==> src/rtl/product_accumulator.sv <==
// Burst accumulator for 16x16 products with valid/ready in and out.
// Define PRODUCT_ACC_SAT_EN to clamp on overflow instead of wrapping.
module product_accumulator #(
  parameter int ACC_W = 40,
  parameter int CNT_W = 8
) (
  input  logic             clk,
  input  logic             rst_n,
  input  logic             in_valid,
  output logic             in_ready,
  input  logic [31:0]      in_product,
  input  logic             in_last,
  output logic             out_valid,
  input  logic             out_ready,
  output logic [ACC_W-1:0] out_sum,
  output logic [CNT_W-1:0] out_count,
  output logic             out_ovf
);

  typedef enum logic {ACC, HOLD} state_e;

  state_e           state_q, state_d;
  logic [ACC_W-1:0] acc_q, acc_d;
  logic [CNT_W-1:0] cnt_q, cnt_d;
  logic             ovf_q, ovf_d;
  logic [ACC_W-1:0] sum_q, sum_d;
  logic [CNT_W-1:0] count_q, count_d;
  logic             oovf_q, oovf_d;

  logic [ACC_W:0]   add;
  logic [ACC_W-1:0] acc_nx;
  logic [CNT_W-1:0] cnt_nx;
  logic             ovf_nx;

  assign add = {1'b0, acc_q}
             + {{(ACC_W - 31){1'b0}}, in_product};
  assign ovf_nx = ovf_q | add[ACC_W];
  assign cnt_nx = (&cnt_q) ? cnt_q : cnt_q + CNT_W'(1);

`ifdef PRODUCT_ACC_SAT_EN
  // once saturated the accumulator stays pinned for the burst
  assign acc_nx = ovf_nx ? '1 : add[ACC_W-1:0];
`else
  assign acc_nx = add[ACC_W-1:0];
`endif

  always_comb begin
    state_d   = state_q;
    acc_d     = acc_q;
    cnt_d     = cnt_q;
    ovf_d     = ovf_q;
    sum_d     = sum_q;
    count_d   = count_q;
    oovf_d    = oovf_q;
    in_ready  = 1'b0;
    out_valid = 1'b0;
    unique case (state_q)
      ACC: begin
        in_ready = 1'b1;
        if (in_valid) begin
          acc_d = acc_nx;
          cnt_d = cnt_nx;
          ovf_d = ovf_nx;
          if (in_last) begin
            sum_d   = acc_nx;
            count_d = cnt_nx;
            oovf_d  = ovf_nx;
            state_d = HOLD;
          end
        end
      end
      HOLD: begin
        out_valid = 1'b1;
        if (out_ready) begin
          acc_d   = '0;
          cnt_d   = '0;
          ovf_d   = 1'b0;
          state_d = ACC;
        end
      end
      default: state_d = ACC;
    endcase
  end

  always_ff @(posedge clk) begin
    if (!rst_n) begin
      state_q <= ACC;
      acc_q   <= '0;
      cnt_q   <= '0;
      ovf_q   <= 1'b0;
      sum_q   <= '0;
      count_q <= '0;
      oovf_q  <= 1'b0;
    end else begin
      state_q <= state_d;
      acc_q   <= acc_d;
      cnt_q   <= cnt_d;
      ovf_q   <= ovf_d;
      sum_q   <= sum_d;
      count_q <= count_d;
      oovf_q  <= oovf_d;
    end
  end

  assign out_sum   = sum_q;
  assign out_count = count_q;
  assign out_ovf   = oovf_q;

endmodule
==> config.mk <==
export PLATFORM = sky130hd
export DESIGN_NAME = product_accumulator
export DESIGN_NICKNAME = d
export VERILOG_FILES = /design/src/rtl/product_accumulator.sv
export SDC_FILE = /design/constraint.sdc
export NUM_CORES = 1
export LEC_CHECK = 0
export BUFFER_PORTS_ARGS = -buffer_cell sky130_fd_sc_hd__buf_2
export CAP_MARGIN = 20
export CORE_MARGIN = 2
export CORE_UTILIZATION = 40
export CTS_CLUSTER_SIZE = 28
export DETAILED_ROUTE_END_ITERATION = 8
export PLACE_DENSITY = 0.63
export SYNTH_ARGS = -nofsm -noshare
export SYNTH_HDL_FRONTEND = slang
export SYNTH_SLANG_ARGS = --single-unit
==> constraint.sdc <==
create_clock -name clk -period 3.9 [get_ports clk]
set_input_delay 0.195 -clock clk [delete_from_list [all_inputs] [get_ports clk]]
set_output_delay 0.195 -clock clk [all_outputs]
set_load 0.1 [all_outputs]
==> results.json, run 1 <==
{
  "timing.slew.headroom_pct": 39.6,
  "final-hold-violation-count": 0,
  "dr.pass1.iters": 5,
  "clockRootBuffer": "clkbuf_16",
  "cts_tree": "done",
  "yosys_warnings": 0,
  "synth-seq-area-share_pct": 34.8,
  "start_kind": "flip-flop",
  "tightestPinTransition_ns": 0.903,
  "sw_frac_of_total_pct": 38.1,
  "status": "finished, final reports clean",
  "rows": 43,
  "post_cts_buffers": 0,
  "min_period_ns": 3.44,
  "synth-edff-count": 0,
  "clk_latency_ns": 0.35,
  "first_iter_violations": 342,
  "finalCritPeriodShare_pct": 88.3,
  "grt_setup_unrepaired": "no",
  "grt_pass1_vias": 5152,
  "synthArstFlopShare_pct": 0,
  "finalWeightedCongestion": 0.907,
  "path_clk_slew_ns": 0.07,
  "cts-buffers-inserted": 9,
  "final_common_cell": "dfxtp_1",
  "critical_path_arrival_ns": 3.70,
  "p_per_area_nw_per_um2": 494,
  "grt_max_degree": 38,
  "p_int_w": 0.00201,
  "multi_input_comb_area_um2": 3510,
  "fill_cells": 1396,
  "port_buffers": 87,
  "hold_slack_ns": 0.142,
  "cp_max_fo": 8,
  "path_class": "reg2reg",
  "pwr-share-clk_pct": 29.8,
  "cts_hold_buffers": 0,
  "start_util_pct": 41.1,
  "maxSlewViolCount": 0,
  "syn_area_per_cell_um2": 7.94,
  "synth_area_um2": 5700,
  "pin_count": 88,
  "dp_hpwl_mm": 11.5,
  "postRouteAntennaNets": 0,
  "final_cell_mix": "99 x dfxtp_1, 91 x nand2_1, 87 x buf_2",
  "n_antenna_cell": 0,
  "via_per_inst": 5.64,
  "die-area_um2": 15200,
  "hold_class": "in2reg",
  "wl_per_cell_um": 16.3,
  "cts_max_path_buffers": 2,
  "synth.distinct_cells": 69,
  "p_switching_w": 0.00124,
  "die_h_um": 123,
  "fin_skew_ns": 0.00712,
  "grt_usage_pct": 21.2,
  "nets": 854,
  "p_comb_share_pct": 34.6,
  "crit_path_end_kind": "flip-flop",
  "fin_tns_setup_ns": 0,
  "worstPathRequired_ns": 4.16,
  "max_freq_ghz": 0.291,
  "post_cts_resized": 0,
  "antenna_found_initial": 0,
  "vdd.ir_drop.worst_mv": 0.251,
  "coreArea_um2": 13900,
  "ys_ff_latch": 99,
  "setup_viol": 0,
  "regArea_um2": 1980,
  "cts_max_level": 3,
  "area_growth_pct": 15.4,
  "cts_sinks": 99,
  "wirelength_mm": 15.7,
  "drive_gt1_share_pct": 16.8,
  "synth_ff_type": "dfxtp_1",
  "overflow": 0,
  "remaining_drc_errors": 0,
  "power_frac_seq_pct": 35.6,
  "via_count": 5452,
  "die_w_um": 123,
  "syn_inst": 718,
  "p_leak_nw": 2.82,
  "synth_nets": 789,
  "grt_pass1_wl_mm": 25.4,
  "cap_violations": 0
}
per-layer routing:
| metal | track usage (%) | vias up | part of all wire, % |
|---|---|---|---|
| li1 | - | 2722 | - |
| met1 | 28.6 | 2544 | 47 |
| met2 | 34.4 | 165 | 46 |
| met3 | 3.32 | 21 | 6.0 |
| met4 | 7.32 | 0 | 1.7 |
| met5 | 0 | - | 0 |
power groups by stage:
stage / clock [W] / combinational [W] / sequential (W)
floorplan: 0 / 0.000597 / 0.00146
global placement: 0 / 0.00110 / 0.00118
detailed placement: 0 / 0.00111 / 0.00118
CTS: 0.000984 / 0.00112 / 0.00116
global route: 0.00102 / 0.00122 / 0.00117
finish: 0.000969 / 0.00113 / 0.00116
kinds of logic after synthesis:
logic type	synth area share, %
XOR/XNOR	5.53
flip-flops	34.8
buffers and inverters	3.71
AO/OA/AOI/OAI	26.6
multiplexers	0.351
adder cells (fa/ha/maj)	7.59
AND/OR/NAND/NOR	21.5
worst max-delay path, cell delays in order (launching register included):
cell and delay, ns:
dfxtp_1 0.34, ha_1 0.20, inv_1 0.06, fa_1 0.41, nor2b_1 0.19, o2111ai_1 0.23
a311oi_2 0.44, o21ai_2 0.14, a2111oi_4 0.55, o21ai_4 0.14, or3_1 0.38, a311oi_1 0.28
cells in the mapped netlist, drive strengths merged (3+ instances only):
library cell / count / area share (%)
a32o: 3 / 0.53
ha: 33 / 7.2
clkbuf: 37 / 2.4
a21o: 19 / 2.5
or4: 4 / 0.55
a211oi: 12 / 1.6
dfxtp: 99 / 35
xor2: 14 / 2.2
nor2b: 4 / 0.44
o21ba: 3 / 0.53
o21bai: 6 / 0.79
xnor2: 22 / 3.4
a31oi: 9 / 0.99
o31ai: 4 / 0.53
nor3: 15 / 1.3
nand4: 9 / 0.99
or3: 12 / 1.5
a211o: 3 / 0.46
or2: 3 / 0.33
buf: 5 / 0.48
and3: 10 / 1.1
and2: 8 / 0.88
nor2: 65 / 4.3
o211ai: 7 / 0.92
a2111oi: 3 / 0.81
a22oi: 14 / 1.8
o21a: 5 / 0.66
nand3: 28 / 2.5
a22o: 4 / 0.61
nand2b: 3 / 0.33
o21ai: 49 / 4.6
a21oi: 70 / 6.1
inv: 12 / 0.79
nand2: 92 / 6.1
flip-flops by register name, summed over array words and instances (netlist names):
register	cells
ovf_q	1
state_q	1
out_sum	40
out_count	8
cnt_q	8
acc_q	40
out_ovf	1
final cells by class:
type                       instances  area share (%)
tap                              180            3.42
multi-input combinational        565            53.3
timing repair buffer              96            7.64
clock inverter                     4            1.16
clock buffer                      10            3.63
inverter                          12           0.685
sequential                        99            30.1
per-stage QoR:
step / cell area, um2 / instances / setup WS, ns / power (W) / utilization [%]
2_1_floorplan: 5700 / 718 / 0.839 / 0.00206 / -
3_3_place_gp: 6260 / 951 / 0.645 / 0.00227 / 45.1
3_5_place_dp: 6260 / 951 / 0.501 / 0.00229 / 45.1
4_1_cts: 6570 / 965 / 0.470 / 0.00326 / 47.3
5_1_grt: 6580 / 966 / 0.252 / 0.00341 / 47.4
6_report: 6580 / 966 / 0.458 / 0.00325 / 47.4
worst paths after layout:
| check | start | to | slack (ns) | cells past startpoint |
|---|---|---|---|---|
| setup / recovery | acc_q[0] | out_sum[38] | 0.46 | 11 |
| hold / removal | out_ready | state_q | 0.14 | 3 |
| setup reg to reg | acc_q[0] | out_sum[38] | 0.46 | 11 |
| hold reg to reg | out_sum[2] | out_sum[2] | 0.45 | 2 |
(Power assumes the default switching activity.)
==> inputs of run 2 (changes only) <==
--- a/config.mk
+++ b/config.mk
@@ -5,13 +5,14 @@
 export SDC_FILE = /design/constraint.sdc
 export NUM_CORES = 1
 export LEC_CHECK = 0
+export ABC_AREA = 1
 export BUFFER_PORTS_ARGS = -buffer_cell sky130_fd_sc_hd__buf_2
 export CAP_MARGIN = 20
 export CORE_MARGIN = 2
 export CORE_UTILIZATION = 40
 export CTS_CLUSTER_SIZE = 28
 export DETAILED_ROUTE_END_ITERATION = 8
-export PLACE_DENSITY = 0.63
+export PLACE_DENSITY = 0.62
 export SYNTH_ARGS = -nofsm -noshare
 export SYNTH_HDL_FRONTEND = slang
 export SYNTH_SLANG_ARGS = --single-unit
==> run 2 against run 1 <==
Effect of this change: largest cell class unchanged; non-clock buffer count decreased by 4; power decreased by 2.4%; hold slack got worse by 0.037 ns; highest routed layer unchanged.
==> results.json, run 2 <==
{
  "status": "finished, final reports clean",
  "grt_usage_pct": 20.2,
  "dr.pass1.iters": 4,
  "via_count": 6545,
  "cts_max_level": 3,
  "synth_area_leader_cell": "dfxtp_1",
  "area_growth_pct": 13.4,
  "crit_path_end_kind": "flip-flop",
  "p_leak_nw": 4.17,
  "synthArstFlopShare_pct": 0,
  "grt_pass1_wl_mm": 28.8,
  "final_cell_mix": "360 x nand2_1, 167 x inv_1, 162 x nor2_1",
  "die_w_um": 133,
  "die_h_um": 133,
  "critical_path_arrival_ns": 2.56,
  "worstPathRequired_ns": 4.16,
  "use_met2_pct": 31.5,
  "yosysMostFrequentCell": "nand2_1",
  "p_per_area_nw_per_um2": 421,
  "min_period_ns": 2.30,
  "final_common_cell": "nand2_1",
  "synth-seq-area-share_pct": 29.8,
  "ys_ff_latch": 99,
  "holdPathStages": 3,
  "wirelength_mm": 17.6,
  "regToRegSetupSlack_ns": 1.60,
  "gr-usage-met3_pct": 2.38,
  "yosysTopAreaCellShare_pct": 29.8,
  "synth_top_family_by_area": "simple AND/OR/NAND/NOR gates",
  "port_buffers": 87,
  "syn_area_per_cell_um2": 6.02,
  "grt_setup_unrepaired": "no",
  "hold_slack_ns": 0.105,
  "pin_count": 88,
  "finalCritPeriodShare_pct": 58.9,
  "nets": 1246,
  "clk_latency_ns": 0.36,
  "r2r-end": "out_sum[32]",
  "clockRootBuffer": "clkbuf_16",
  "die-area_um2": 17600,
  "hold_class": "in2reg",
  "syn_inst": 1103,
  "cts_tree": "done",
  "global_route.usage.met1_pct": 29.2,
  "postRouteAntennaNets": 0,
  "finalWeightedCongestion": 0.891,
  "grt_pass1_vias": 5881,
  "tightestPinTransition_ns": 0.904,
  "drive_gt1_share_pct": 12.5,
  "cap_violations": 0,
  "coreArea_um2": 16400,
  "yosys_warnings": 0,
  "busiest_layer": "met2",
  "post_cts_buffers": 0,
  "maxSlewViolCount": 0,
  "max_freq_ghz": 0.435,
  "post_cts_resized": 0,
  "start_kind": "flip-flop",
  "first_iter_violations": 331,
  "grt_max_degree": 50,
  "fin_skew_ns": 0.0111,
  "rr_startpoint": "acc_q[0]",
  "cts_sinks": 99,
  "rows": 47,
  "rr_worst_depth": 17,
  "vdd.ir_drop.worst_mv": 0.213,
  "cts_max_path_buffers": 2,
  "path_class": "reg2reg",
  "dpl_cell_area_um2": 7250,
  "hold_end": "out_sum[2]",
  "remaining_drc_errors": 0,
  "final-hold-violation-count": 0,
  "worst_hold_startpoint": "rst_n",
  "via_per_inst": 4.68,
  "muxShareOfSynthArea_pct": 0.226,
  "cts_hold_buffers": 0,
  "antenna_found_initial": 0,
  "fin_tns_setup_ns": 0,
  "synth.distinct_cells": 37,
  "overflow": 0,
  "dp_hpwl_mm": 13.1,
  "synth_nets": 1174,
  "dp_cells": 1384,
  "synth-compound-area-share_pct": 9.67,
  "wl_per_cell_um": 12.6,
  "synth-edff-count": 0,
  "synth_area_um2": 6640,
  "final_cells": 1400,
  "cp_max_fo": 4,
  "synth_ff_type": "dfxtp_1",
  "start_util_pct": 40.5,
  "synth_xor_area_share_pct": 3.03,
  "design_area_um2": 7530,
  "yosys.area_share.simple_pct": 38.7,
  "setup_viol": 0,
  "synth_area_leaders": "dfxtp_1 30%, nand2_1 20%, inv_1 9.5%",
  "ys_top_cells_by_count": "360 x nand2_1, 168 x inv_1, 162 x nor2_1, 99 x dfxtp_1, 72 x a21oi_1",
  "path_clk_slew_ns": 0.08,
  "n_antenna_cell": 0,
  "cts-buffers-inserted": 9,
  "timing.slew.headroom_pct": 39.6,
  "synth-adder-area-share_pct": 6.52,
  "fill_cells": 1762
}
==> run 2: cell types whose count changed in the layout (fill, tap and decap cells not counted), sizes merged, moves of 9 or more <==
cell / before / now
a21o: 19 / 2
a211oi: 12 / 1
xnor2: 22 / 8
inv: 12 / 176
nand4: 9 / 0
nand3: 28 / 61
and3: 10 / 0
a22oi: 14 / 0
nor2: 65 / 169
nand2: 92 / 372
o21ai: 49 / 36
or3: 12 / 0
==> run 2: worst max path at each step <==
stage | endpoint | slack [ns] | from
2_1_floorplan | out_sum[23] | 1.13 | state_q
3_3_place_gp | out_sum[32] | 1.69 | acc_q[0]
3_5_place_dp | out_sum[32] | 1.62 | acc_q[0]
4_1_cts | out_sum[32] | 1.61 | acc_q[0]
5_1_grt | out_sum[32] | 1.36 | acc_q[0]
6_report | out_sum[32] | 1.60 | acc_q[0]
==> run 2: metrics by stage <==
stage | power (W) | util (%) | worst slack (ns)
CTS | 0.00320 | 45.9 | 1.61
global route | 0.00337 | 45.9 | 1.36
floorplan | 0.00206 | - | 1.13
detailed placement | 0.00230 | 44.2 | 1.62
finish | 0.00317 | 45.9 | 1.60
global placement | 0.00230 | 44.2 | 1.69
==> run 2: cell families (layout without fill, tap and decap cells) <==
group / after synthesis / in the layout
buffers and inverters: 203 / 280
flip-flops: 99 / 99
adder cells (fa/ha/maj): 34 / 34
AND/OR/NAND/NOR: 621 / 621
XOR/XNOR: 23 / 23
AO/OA/AOI/OAI: 122 / 122
multiplexers: 1 / 1
==> run 2: where the power goes <==
group          internal, W  leakage [nW]  total (W)  switching [W]
registers          0.00109         0.812    0.00114      0.0000459
logic             0.000298          3.22    0.00114       0.000844
clock network     0.000445         0.131   0.000893       0.000448
==> run 2: metal layers <==
| metal | up-vias | share of wire (%) |
|---|---|---|
| met2 | 140 | 43 |
| met5 | - | 0 |
| met3 | 16 | 4.5 |
| li1 | 3542 | - |
| met4 | 0 | 1.4 |
| met1 | 2847 | 51 |
==> run 2: cell type report <==
type	count	area (um2)	share of cell area, %
Clock inverter	7	60.1	0.797
Sequential cell	99	1980	26.3
Timing Repair Buffer	92	485	6.45
Clock buffer	9	225	2.99
Tap cell	220	275	3.65
Multi-Input combinational cell	801	3860	51.2
Inverter	172	646	8.57
==> run 2: critical path: stages (launching register included) <==
cell and delay, ns:
dfxtp_1 0.33, ha_1 0.20, inv_1 0.06, fa_1 0.40, inv_1 0.11, nand3_1 0.07, nand3_1 0.17, nand2_1 0.08
nand3_1 0.12, nand2_1 0.09, nand2_2 0.12, nand2_1 0.08, nand2_1 0.10, nand2_1 0.07, nand2_1 0.07, nand2_1 0.05
nand2_1 0.05, inv_1 0.03
